**src/rtl/conv_mode_scheduler_if.sv**
```systemverilog
// Requester/datapath handshake bundle for the shared convolution datapath scheduler.
interface conv_mode_scheduler_if;
    logic conv_req;
    logic conv_done;
    logic transconv_req;
    logic transconv_done;
    logic err_clr;
    logic conv_grant;
    logic transconv_grant;
    logic conv_mode;
    logic clear_all;
    logic busy;
    logic err_timeout;

    modport master (
        output conv_req, conv_done, transconv_req, transconv_done, err_clr,
        input  conv_grant, transconv_grant, conv_mode, clear_all, busy, err_timeout
    );

    modport slave (
        input  conv_req, conv_done, transconv_req, transconv_done, err_clr,
        output conv_grant, transconv_grant, conv_mode, clear_all, busy, err_timeout
    );
endinterface

```
**src/rtl/conv_mode_scheduler.sv**
```systemverilog
// Round-robin owner of the unified conv datapath: arbitrates 1DCONV vs TRANSCONV,
// sequences clear/settle before each job, drain after it, and watchdogs the grant.
module conv_mode_scheduler #(
    parameter int unsigned SETTLE_CYCLES = 4,
    parameter int unsigned DRAIN_CYCLES  = 4,
    parameter int unsigned TIMEOUT       = 65536,
    parameter int unsigned CW            = 17
) (
    input logic                  clk,
    input logic                  rst_n,
    conv_mode_scheduler_if.slave bus
);
    localparam logic [CW-1:0] SETTLE_LOAD = CW'(SETTLE_CYCLES - 1);
    localparam logic [CW-1:0] DRAIN_LOAD  = (DRAIN_CYCLES == 0) ? '0 : CW'(DRAIN_CYCLES - 1);
    localparam logic [CW-1:0] TIMEOUT_W   = CW'(TIMEOUT);
    localparam logic          WDOG_EN     = (TIMEOUT != 0);
    localparam logic          OWN_CONV    = 1'b0;
    localparam logic          OWN_TRANS   = 1'b1;

    typedef enum logic [1:0] {ST_IDLE, ST_SWITCH, ST_GRANT, ST_DRAIN} state_t;

    state_t        state_q, state_d;
    logic [CW-1:0] cnt_q, cnt_d;
    logic          owner_q, owner_d;
    logic          last_owner_q, last_owner_d;
    logic          mode_q, mode_d;
    logic          conv_grant_q, conv_grant_d;
    logic          trans_grant_q, trans_grant_d;
    logic          clear_q, clear_d;
    logic          busy_q, busy_d;
    logic          err_q, err_d;

    logic win_any_c, win_sel_c, owner_done_c, timed_out_c, err_set_c;

    // Tie goes to whichever requester did not own the previous job
    assign win_any_c    = bus.conv_req | bus.transconv_req;
    assign win_sel_c    = bus.transconv_req & (~bus.conv_req | (last_owner_q == OWN_CONV));
    assign owner_done_c = (owner_q == OWN_TRANS) ? bus.transconv_done : bus.conv_done;
    assign timed_out_c  = WDOG_EN & ((cnt_q + CW'(1)) == TIMEOUT_W);

    always_comb begin
        state_d       = state_q;
        cnt_d         = cnt_q;
        owner_d       = owner_q;
        last_owner_d  = last_owner_q;
        mode_d        = mode_q;
        conv_grant_d  = conv_grant_q;
        trans_grant_d = trans_grant_q;
        clear_d       = 1'b0;
        busy_d        = busy_q;
        err_set_c     = 1'b0;

        case (state_q)
            ST_IDLE: begin
                if (win_any_c) begin
                    owner_d = win_sel_c;
                    mode_d  = win_sel_c;
                    clear_d = 1'b1;
                    busy_d  = 1'b1;
                    cnt_d   = (win_sel_c != mode_q) ? SETTLE_LOAD : '0;
                    state_d = ST_SWITCH;
                end
            end
            ST_SWITCH: begin
                if (cnt_q == '0) begin
                    conv_grant_d  = (owner_q == OWN_CONV);
                    trans_grant_d = (owner_q == OWN_TRANS);
                    state_d       = ST_GRANT;
                end else begin
                    cnt_d = cnt_q - CW'(1);
                end
            end
            ST_GRANT: begin
                // Owner completion outranks a watchdog expiry on the same edge
                if (owner_done_c || timed_out_c) begin
                    err_set_c     = ~owner_done_c;
                    conv_grant_d  = 1'b0;
                    trans_grant_d = 1'b0;
                    last_owner_d  = owner_q;
                    cnt_d         = DRAIN_LOAD;
                    if (DRAIN_CYCLES == 0) begin
                        busy_d  = 1'b0;
                        state_d = ST_IDLE;
                    end else begin
                        state_d = ST_DRAIN;
                    end
                end else begin
                    cnt_d = cnt_q + CW'(1);
                end
            end
            ST_DRAIN: begin
                if (cnt_q == '0) begin
                    busy_d  = 1'b0;
                    state_d = ST_IDLE;
                end else begin
                    cnt_d = cnt_q - CW'(1);
                end
            end
            default: begin
                state_d = ST_IDLE;
            end
        endcase

        err_d = err_set_c | (err_q & ~bus.err_clr);
    end

    always_ff @(posedge clk or negedge rst_n) begin
        if (!rst_n) begin
            state_q       <= ST_IDLE;
            cnt_q         <= '0;
            owner_q       <= OWN_CONV;
            last_owner_q  <= OWN_TRANS;
            mode_q        <= 1'b0;
            conv_grant_q  <= 1'b0;
            trans_grant_q <= 1'b0;
            clear_q       <= 1'b0;
            busy_q        <= 1'b0;
            err_q         <= 1'b0;
        end else begin
            state_q       <= state_d;
            cnt_q         <= cnt_d;
            owner_q       <= owner_d;
            last_owner_q  <= last_owner_d;
            mode_q        <= mode_d;
            conv_grant_q  <= conv_grant_d;
            trans_grant_q <= trans_grant_d;
            clear_q       <= clear_d;
            busy_q        <= busy_d;
            err_q         <= err_d;
        end
    end

    assign bus.conv_grant      = conv_grant_q;
    assign bus.transconv_grant = trans_grant_q;
    assign bus.conv_mode       = mode_q;
    assign bus.clear_all       = clear_q;
    assign bus.busy            = busy_q;
    assign bus.err_timeout     = err_q;
endmodule

```
**src/flat_wrapper.sv**
```systemverilog
// flat-port wrapper written by rule: the top's interface ports become plain ports
module conv_mode_scheduler_flat 
#(
    parameter int unsigned SETTLE_CYCLES = 4,
    parameter int unsigned DRAIN_CYCLES  = 4,
    parameter int unsigned TIMEOUT       = 65536,
    parameter int unsigned CW            = 17
)
  (clk, rst_n, bus_conv_req, bus_conv_done, bus_transconv_req, bus_transconv_done, bus_err_clr, bus_conv_grant, bus_transconv_grant, bus_conv_mode, bus_clear_all, bus_busy, bus_err_timeout);
  conv_mode_scheduler_if bus_i ();
  input logic clk;
  input logic rst_n;
  input wire logic [$bits(bus_i.conv_req)-1:0] bus_conv_req;
  input wire logic [$bits(bus_i.conv_done)-1:0] bus_conv_done;
  input wire logic [$bits(bus_i.transconv_req)-1:0] bus_transconv_req;
  input wire logic [$bits(bus_i.transconv_done)-1:0] bus_transconv_done;
  input wire logic [$bits(bus_i.err_clr)-1:0] bus_err_clr;
  output wire logic [$bits(bus_i.conv_grant)-1:0] bus_conv_grant;
  output wire logic [$bits(bus_i.transconv_grant)-1:0] bus_transconv_grant;
  output wire logic [$bits(bus_i.conv_mode)-1:0] bus_conv_mode;
  output wire logic [$bits(bus_i.clear_all)-1:0] bus_clear_all;
  output wire logic [$bits(bus_i.busy)-1:0] bus_busy;
  output wire logic [$bits(bus_i.err_timeout)-1:0] bus_err_timeout;
  assign bus_i.conv_req = bus_conv_req;
  assign bus_i.conv_done = bus_conv_done;
  assign bus_i.transconv_req = bus_transconv_req;
  assign bus_i.transconv_done = bus_transconv_done;
  assign bus_i.err_clr = bus_err_clr;
  assign bus_conv_grant = bus_i.conv_grant;
  assign bus_transconv_grant = bus_i.transconv_grant;
  assign bus_conv_mode = bus_i.conv_mode;
  assign bus_clear_all = bus_i.clear_all;
  assign bus_busy = bus_i.busy;
  assign bus_err_timeout = bus_i.err_timeout;
  conv_mode_scheduler #(.SETTLE_CYCLES(SETTLE_CYCLES), .DRAIN_CYCLES(DRAIN_CYCLES), .TIMEOUT(TIMEOUT), .CW(CW)) u_core (.clk(clk), .rst_n(rst_n), .bus(bus_i));
endmodule
```
**config.mk**
```make
export PLATFORM = sky130hd
export DESIGN_NAME = conv_mode_scheduler_flat
export DESIGN_NICKNAME = d
export VERILOG_FILES = /design/src/rtl/conv_mode_scheduler_if.sv /design/src/rtl/conv_mode_scheduler.sv /design/src/flat_wrapper.sv
export SDC_FILE = /design/constraint.sdc
export NUM_CORES = 1
export LEC_CHECK = 0
export CAP_MARGIN = 40
export CORE_MARGIN = 4
export CORE_UTILIZATION = 40
export DETAILED_ROUTE_END_ITERATION = 6
export PLACE_DENSITY = 0.62
export RECOVER_POWER = 100
export SKIP_CTS_REPAIR_TIMING = 1
export SLEW_MARGIN = 20
export SYNTH_ARGS = -nofsm -noshare
export SYNTH_HDL_FRONTEND = slang
export SYNTH_SLANG_ARGS = --single-unit
```
**constraint.sdc**
```tcl
create_clock -name clk -period 5.3 [get_ports clk]
set_clock_uncertainty 0.15 [all_clocks]
set_input_delay 0.53 -clock clk [delete_from_list [all_inputs] [get_ports clk]]
set_output_delay 0.53 -clock clk [all_outputs]
set_load 0.03 [all_outputs]
```
* Word-level counts from Yosys, hierarchy flattened
Index checks and enable logic that the tools add are counted.
** Cells by class
- Eq/ne operators :: 10
- Multiplexer cells :: 23
- $add $sub $neg :: 2
- Bitwise logic cells :: 10
- Reductions and logical operators :: 12
** Operators with widths (number)
- $mux 17 :: 3
- $pmux 17 s3 :: 1
- $add 17x1->17 const B :: 1
- $eq 17x17->1 const B :: 1
- $logic_not 17->1 :: 1
- $sub 17x1->17 const B :: 1
- $mux 1 :: 10
- $mux 2 :: 5
- $ne 2x1->1 const B :: 4
- $pmux 2 s4 :: 1
- $pmux 1 s2 :: 3
- $reduce_and 2->1 :: 3
- $reduce_and 3->1 :: 2
- $not 1->1 :: 5
- $eq 2x2->1 const B :: 2
- $reduce_and 4->1 :: 1
- $reduce_bool 2->1 :: 2
- $or 1x1->1 :: 3
- $and 1x1->1 :: 2
- $eq 2x1->1 const B :: 1
- $logic_not 2->1 :: 1
- $ne 2x2->1 const B :: 1
- $reduce_or 2->1 :: 1
- $logic_or 1x1->1 :: 1
- $ne 1x1->1 :: 1
** Storage, ports and cells
- Logic and storage cells :: 66
- Flip-flop bits (word level) :: 26
- Input port bits :: 7

* Depth between registers and ports, before layout
Gate-level depths: netlist (run 1).
- Word-level depth :: 7
- Mapped depth :: 10

* Worst setup path before layout (run 1)
Ideal clock, no wire load.
- Path type :: flip-flop to flip-flop
- Start point :: register u_core.cnt_q[0]
- End point :: register u_core.trans_grant_q, in the netlist u_core.bus.transconv_grant
- Clock period less this slack :: 2.421 ns
- Arrival :: 2.150 ns
- Slack :: 2.879 ns
- Setup time :: 0.121 ns
- Stages on the path, launching flop included :: 10
- Data required time :: 5.029 ns
- Path through :: dfrtp_1 -> ha_1 -> nand4_1 -> nor4_1 -> xnor2_1 -> o2111a_2 -> a21oi_2 -> buf_6 -> or2_1 -> a22o_1
** Between the ends
- Longest elaborated chain between the ends :: 5
** Ends and longest elaborated chain
- start, declared :: RTL line conv_mode_scheduler.sv:23 : logic [CW-1:0] cnt_q, cnt_d;
- start signal, assigned :: RTL line conv_mode_scheduler.sv:121 : cnt_q <= cnt_d;
- $add 17x1->17 :: RTL line conv_mode_scheduler.sv:39 : assign timed_out_c = WDOG_EN & ((cnt_q + CW'(1)) == TIMEOUT_W);
- $eq 17x17->1 :: RTL line conv_mode_scheduler.sv:39
- $logic_or 1x1->1 :: RTL line conv_mode_scheduler.sv:75 : if (owner_done_c || timed_out_c) begin
- $ne 2x1->1 (no source line)
- $reduce_and 3->1 (no source line) (*)
- end signal, assigned :: RTL line conv_mode_scheduler.sv:126 : trans_grant_q <= trans_grant_d;
- end, declared :: RTL line conv_mode_scheduler.sv:28 : logic trans_grant_q, trans_grant_d;
Every way passes the cells marked *; elsewhere a longest branch is shown, timed or not.
A chain may end at the register's enable or synchronous reset.

* Worst setup path after layout (run 1)
- Start point :: register u_core.cnt_q[3]
- End point :: register u_core.state_q[1]
** Between the ends
- Longest elaborated chain between the ends :: 5
** Ends and longest elaborated chain
- $add 17x1->17 :: RTL line conv_mode_scheduler.sv:39
- $eq 17x17->1 :: RTL line conv_mode_scheduler.sv:39
- $logic_or 1x1->1 :: RTL line conv_mode_scheduler.sv:75
- $ne 2x1->1 (no source line)
- $reduce_and 4->1 (no source line) (*)
- end signal, assigned :: RTL line conv_mode_scheduler.sv:120 : state_q <= state_d;
- end, declared :: RTL line conv_mode_scheduler.sv:22 : state_t state_q, state_d;
Marked as above.

==> results list, run 1 <==
- Result of the run: finished with violations
* Violations in the final reports: max-capacitance violations, max-slew violations
- Cell with the biggest individual delay on the critical path: sky130_fd_sc_hd__dfrtp_1
- Counting flops and latches in the post-synthesis netlist gives 26.
- CTS tree: built
- Final Net Count: 305
- Storage element area: 652 um^2
- Static timing analysis puts the maximum clock frequency at 286 MHz.
* First-pass GRT wire length: 11000 um
- Transition time at the pin with the least slew margin: 1.53 ns
- For this run, the share of the core covered by cells in the final layout is 0.438.
* Number of synthesized flops with an enable pin: 0
- In the routed layout, each cell is associated on average with a via count of 6.38.
- In the final layout, the share of cells above drive strength 1 is 0.0588.
* Largest fanout on the critical path: 16
- The worst hold path belongs to the class reg2reg.
* Number of routed nets with antenna violations: 0
- 0 antenna diodes ended up in the layout.
* Placement Cell Area: 0.00236 mm^2
* H-tree levels: 1
- Across every metal layer, demand over resource in global routing totals 0.190.
- Class of the most critical setup path: reg2reg
- The finished layout holds 361 standard cells, fillers aside.
- At the worst endpoint, the required time is 5.33 ns.
- FILL cells: 553
* Leakage power summed over all cells: 0.932 nW
- Setup repair after global routing left no endpoint under its margin.
* Sequential share of the synthesized area: 0.287
- STA classifies the critical path endpoint as a flip-flop.
- Clock net sink count: 26
- Across the run, the number of max-cap violations was 1.
- Total detailed-routing wirelength: 6560 um
* Number of buffers added on ports: 12
- Entering global routing, the biggest net connects 27 pins.
- The number of hold-slack violations in the final timing report was 0.
- In the synthesized netlist, the number of instances is 296.
- Detailed-route wire length per cell: 18.2 um
- The wire-length estimate of the detail-placed layout is 4560 um.
* Post-route minimum period: 3.50 ns
- The die covers 0.00695 mm^2.
- Startpoint of the most critical register-to-register path: u_core.cnt_q[3]
* Remaining Overflow, GRT: 0
* Final weighted congestion in routability-driven placement: 0.898
* Endpoints failing setup: 0
- In the synthesized netlist the dominant register cell turns out to be sky130_fd_sc_hd__dfrtp_1.
- For this run, the detailed router's first-pass iteration total came to 6.
- The initial antenna violation count was 0.
- In this run the worst setup path begins at u_core.cnt_q[3].
- Clock slew at reported path FFs: 0.10 ns
- Floorplan row count: 27
- The tightest hold path in the finished design has a slack of 0.345 ns.
- Die Height: 83.3 um
- Net count after synthesis: 311
- The number of different library cells used by synthesis comes to 59.
- After floorplanning, the core was sized to cover 0.00551 mm^2.
- Of the available clock period, the critical path in the final layout requires 0.660.
* Area of combinational cells with multiple inputs: 0.00144 mm^2
- YS warnings: 0
* Vias in the first global route: 2200
* Post-synthesis cell area: 0.00227 mm^2
- A synthesized cell averages 7.67 um^2.
- TNS Setup: 0 ns
- Synth async-reset ratio: 1.00
- Maximum buffer depth of the clock tree: 2
- The number of clock buffers added by TritonCTS is 3.
* Crit-path leading delay family: simple AND/OR/NAND/NOR gates
- Power density over the cells: 632 mW/mm^2
- After detailed routing, the number of remaining DRC violations is 0.
- From synthesis to final layout, the design area changed by 6.12%.
- Initial core utilization: 0.412
* Crit path arrival time: 3.53 ns
* Total via count in the routed design: 2304
- In this run the tightest slew margin relative to its limit is -0.0222.
- The later pin in the worst-skew pair is clocked with a latency of 0.28 ns.
- Number of cells after detailed placement: 357
- Die span in x: 83.3 um
- Buf/Inv on CP: 0
* Post-route cell area: 0.00241 mm^2
- The tree is rooted in a sky130_fd_sc_hd__clkbuf_8.
* Worst IR Drop VDD: 0.323 mV
* Kind of launch point of the worst setup path: flip-flop
- The first routing iteration left 255 violations.
- Walking the worst path, the cells encountered are nand4_1 -> nor4_1 -> nand3_1 -> a22oi_1 -> a21oi_1 -> nor2_1 -> mux2_2.
* Launch instance of the worst min-delay path: u_core.bus.conv_grant
- 13 I/O pins were placed.
* Maximum cell stage delay along the critical path: 0.66 ns
* Count of final max-slew check failures: 27
[power breakdown]
part | internal (mW) | switching, mW
Clock | 0.101 | 0.0737
Sequential | 0.273 | 0.126
Combinational | 0.355 | 0.593
Total | 0.730 | 0.793
[worst register-to-register path, cell delays in order, from the launching register on]
cell,delay [ns]
sky130_fd_sc_hd__dfrtp_1,0.66
sky130_fd_sc_hd__nand4_1,0.30
sky130_fd_sc_hd__nor4_1,0.63
sky130_fd_sc_hd__nand3_1,0.15
sky130_fd_sc_hd__a22oi_1,0.49
sky130_fd_sc_hd__a21oi_1,0.41
sky130_fd_sc_hd__nor2_1,0.25
sky130_fd_sc_hd__mux2_2,0.35
[final cells by class]
cell class,count,share of cell area
repair buffers,14,0.0545
flip-flops and latches,26,0.271
clock inverters,1,0.0125
well taps,72,0.0374
inverters,8,0.0125
multi-input cells,237,0.596
clock buffers,3,0.0171
[kinds of logic after synthesis]
kind of cell / Yosys count / synth area share
buffers and inverters: 33 / 0.0722
muxes: 5 / 0.0231
AOI/OAI and AO/OA: 86 / 0.255
and+or+nand+nor: 132 / 0.295
adders and majority gates: 8 / 0.0441
DFF: 26 / 0.287
xor gates and xnor gates: 6 / 0.0231
[registers in the layout (all words and copies together), names as in the netlist]
| register | count |
|---|---|
| u_core.cnt_q | 17 |
| u_core.state_q | 2 |
| u_core.bus.busy | 1 |
| u_core.bus.clear_all | 1 |
| u_core.bus.conv_grant | 1 |
| u_core.bus.err_timeout | 1 |
| u_core.bus.transconv_grant | 1 |
| u_core.last_owner_q | 1 |
| u_core.owner_q | 1 |
[per-stage QoR]
step	setup WS [ns]	power, mW
6_report	1.80	1.52
3_3_place_gp	2.31	1.34
3_5_place_dp	2.32	1.35
2_1_floorplan	2.88	1.12
4_1_cts	2.31	1.53
5_1_grt	1.48	1.66
[path summary, 6_finish.rpt]
path,to,slack (ns),cells past startpoint
worst max-delay path,u_core.state_q[1],1.80,7
worst min-delay path,u_core.bus.conv_grant,0.34,1
worst max register to register,u_core.state_q[1],1.80,7
worst min register to register,u_core.bus.conv_grant,0.34,1
max in group asynchronous,u_core.cnt_q[3],3.12,2
min in group asynchronous,u_core.cnt_q[15],1.00,2
[layer usage]
metal | part of all wire | vias up | GRT usage
li1 | - | 1070 | -
met5 | 0 | - | 0
met4 | 0.018 | 0 | 0.0550
met3 | 0.069 | 18 | 0.0357
met2 | 0.47 | 103 | 0.313
met1 | 0.44 | 1113 | 0.254
[synthesized netlist by cell type (7+ instances only)]
| master | count | area (um^2) |
|---|---|---|
| sky130_fd_sc_hd__inv_1 | 8 | 30.0 |
| sky130_fd_sc_hd__a21oi_1 | 13 | 65.1 |
| sky130_fd_sc_hd__dfrtp_1 | 25 | 626 |
| sky130_fd_sc_hd__o21ai_0 | 34 | 170 |
| sky130_fd_sc_hd__ha_1 | 8 | 100 |
| sky130_fd_sc_hd__nor2_1 | 28 | 105 |
| sky130_fd_sc_hd__nor3_1 | 16 | 80.1 |
| sky130_fd_sc_hd__clkbuf_1 | 12 | 45.0 |
| sky130_fd_sc_hd__nand2_1 | 31 | 116 |
| sky130_fd_sc_hd__nor4_1 | 7 | 43.8 |
| sky130_fd_sc_hd__buf_2 | 8 | 40.0 |
| sky130_fd_sc_hd__nand3_1 | 17 | 85.1 |
| sky130_fd_sc_hd__nand4_1 | 7 | 43.8 |
[layout by cell type, fill, tap and decap left out, types with 3 or more instances in the layout]
cell type	instances
sky130_fd_sc_hd__dfrtp_1	25
sky130_fd_sc_hd__nor3_1	16
sky130_fd_sc_hd__o21ai_0	34
sky130_fd_sc_hd__and3_1	4
sky130_fd_sc_hd__mux2i_1	3
sky130_fd_sc_hd__dlygate4sd3_1	8
sky130_fd_sc_hd__nor2_1	28
sky130_fd_sc_hd__clkdlybuf4s50_1	4
sky130_fd_sc_hd__xnor2_1	5
sky130_fd_sc_hd__a31oi_1	5
sky130_fd_sc_hd__nand3_1	17
sky130_fd_sc_hd__or3_1	5
sky130_fd_sc_hd__nand2b_1	3
sky130_fd_sc_hd__ha_1	8
sky130_fd_sc_hd__a22o_1	5
sky130_fd_sc_hd__inv_1	8
sky130_fd_sc_hd__a211oi_1	3
sky130_fd_sc_hd__nand4_1	7
sky130_fd_sc_hd__nand2_1	31
sky130_fd_sc_hd__clkbuf_8	3
sky130_fd_sc_hd__nor4_1	8
sky130_fd_sc_hd__a21oi_1	14
(Power assumes the default switching activity.)
==> run 2: changes to the inputs <==
Clock period 5.3 ns to 3.22 ns, I/O delays scaled along.
==> run 2 against run 1 <==
The flow now finishes without violations; flip-flop and latch count did not move; power rose by 68%; critical path depth did not move; setup slack got worse by 1.6 ns; critical endpoint is now u_core.cnt_q[11]; largest power group unchanged; highest routed layer unchanged.
==> results list, run 2 (synthesized netlist as in run 1, its figures left out) <==
- Launch instance of the worst min-delay path: u_core.bus.conv_grant
- Final Net Count: 316
* Minimum setup slack after placement: 0.343 ns
- Area added between synthesis and finish: 9.70%
- Startpoint of the most critical register-to-register path: u_core.cnt_q[7]
* Post-route cell area: 0.00249 mm^2
- The initial antenna violation count came to 0.
- Final weighted congestion in routability-driven placement: 0.936
- Remaining routing DRC violations: 0
- Across every metal layer, demand over resource in global routing totals 0.192.
- Setup total negative slack on the finished layout was measured at 0 ns.
- Slew margin rel.: 0.0361
- Clock tree synthesis inserted a total of 3 buffers.
- Cell chosen for the clock root: sky130_fd_sc_hd__clkbuf_8
- Post-route minimum period: 2.99 ns
- The detail route stage leaves a number of antenna-violating nets equal to 0.
- Setup slack on the critical path of the routed design comes to 0.226 ns.
* Die Height: 83.3 um
- Worst Hold Slack: 0.338 ns
- Summed over all layers, the global routing overflow is 0.
- H-tree levels: 1
- Kind of launch point of the worst setup path: flip-flop
* Pin count of the biggest net entering global routing: 27
- After detailed routing, the number of vias per cell comes to 6.09.
- VDD sags by at most 0.564 mV.
* Number of cells after detailed placement: 368
- Crit path arrival time: 3.02 ns
- Worst endpoint required time: 3.25 ns
* Clk_lat worst skew: 0.28 ns
- After detailed routing, the average wire length per cell comes to 17.4 um.
* Floorplan row count: 27
- Clock net sink count: 26
- The worst setup path is of the reg2reg kind.
* Max reg flops: 17
- Initial core utilization: 0.412
* Number of maximum-capacitance violations: 0
* Post-route non-filler standard cell count: 372
- Worst setup path startpoint: u_core.cnt_q[7]
* Total via count in the routed design: 2267
- Vias in the first global route: 2098
* Unrepaired setup endpoints after global routing: false
- After clock tree synthesis, the clock-pin slew on the worst setup and hold paths is 0.10 ns.
- The number of hold-slack violations in the final timing report is 0.
- Summing internal, switching and leakage power gives 2.56 mW.
- STA classifies the critical path endpoint as a flip-flop.
- Measured along the x axis, the die boundary spans 83.3 um.
- CTS tree: built
- Pin placement for this block handled 13 I/O pins.
* Commonest cells after routing, fill and taps aside: 34 x sky130_fd_sc_hd__o21ai_0, 31 x sky130_fd_sc_hd__nand2_1, 28 x sky130_fd_sc_hd__nor2_1
- Largest fanout on the critical path: 9
- In this run the deepest clock path goes through 2 buffers.
* Number of antenna diodes: 0
- Std-Cell Core Area: 0.00551 mm^2
- Placement Cell Area: 0.00244 mm^2
* Total detailed-routing wirelength: 6480 um
- More flip-flops sit in one register than any other, and that register is u_core.cnt_q.
* Transition time at the pin with the least slew margin: 1.45 ns
- The first routing iteration left 185 violations.
* Die footprint: 0.00695 mm^2
- The first global-routing pass estimated 11000 um of wire.
- Endpoints failing setup: 0
- The min-delay analysis places its worst path in the category reg2reg.
- The largest registers in the layout are u_core.cnt_q (17), u_core.state_q (2).
* Power density over the cells: 1030 mW/mm^2
* Number of buffers added on ports: 12
* Estimated wirelength of the detail-placed design: 4800 um
* Leakage power summed over all cells: 0.976 nW
- Highest clock rate: 334 MHz
* Result of the run: complete, no violations
- Of the cells placed in the final design, the portion with a size suffix greater than 1 is 0.0967.
- Share of the clock period used by the worst path after layout: 0.930
- Count of final max-slew check failures: 0
* Most common library cell in the layout ignoring fill and taps: sky130_fd_sc_hd__o21ai_0
* Core occupancy in the finished layout: 0.452
- Iteration count of the initial detailed-routing pass: 4
## run 2: critical path: stages, from the launching register on
cell                       delay (ns)
sky130_fd_sc_hd__dfrtp_1         0.51
sky130_fd_sc_hd__or3_1           0.44
sky130_fd_sc_hd__or3_1           0.42
sky130_fd_sc_hd__o31ai_2         0.57
sky130_fd_sc_hd__clkbuf_1        0.27
sky130_fd_sc_hd__clkbuf_1        0.18
sky130_fd_sc_hd__nor3_1          0.08
sky130_fd_sc_hd__a221o_1         0.27
## run 2: path summary, 6_finish.rpt
check / cells after the start / slack, ns / end
min in group asynchronous: 2 / 0.75 / u_core.cnt_q[12]
max in group asynchronous: 2 / 1.22 / u_core.cnt_q[3]
worst max-delay path: 7 / 0.23 / u_core.cnt_q[11]
worst max register to register: 7 / 0.23 / u_core.cnt_q[11]
worst min-delay path: 1 / 0.34 / u_core.bus.conv_grant
worst min register to register: 1 / 0.34 / u_core.bus.conv_grant
## run 2: cell type report
| cell class | count | area (um^2) |
|---|---|---|
| well taps | 72 | 90.1 |
| fillers | 555 | 3020 |
| multi-input cells | 237 | 1440 |
| clock buffers | 3 | 41.3 |
| repair buffers | 25 | 206 |
| clock inverters | 1 | 30.0 |
| inverters | 8 | 30.0 |
| flip-flops and latches | 26 | 653 |
## run 2: report_power, final
group	internal (mW)	switching [mW]
clock	0.167	0.118
sequential	0.451	0.180
combinational	0.631	1.01
total	1.25	1.31
## run 2: metal layers
layer / up-vias / GRT usage / wire (um)
li1: 1098 / - / -
met1: 1073 / 0.271 / 3090
met2: 86 / 0.306 / 2960
met3: 10 / 0.0268 / 294
met4: 0 / 0.0535 / 133
met5: - / 0 / 0
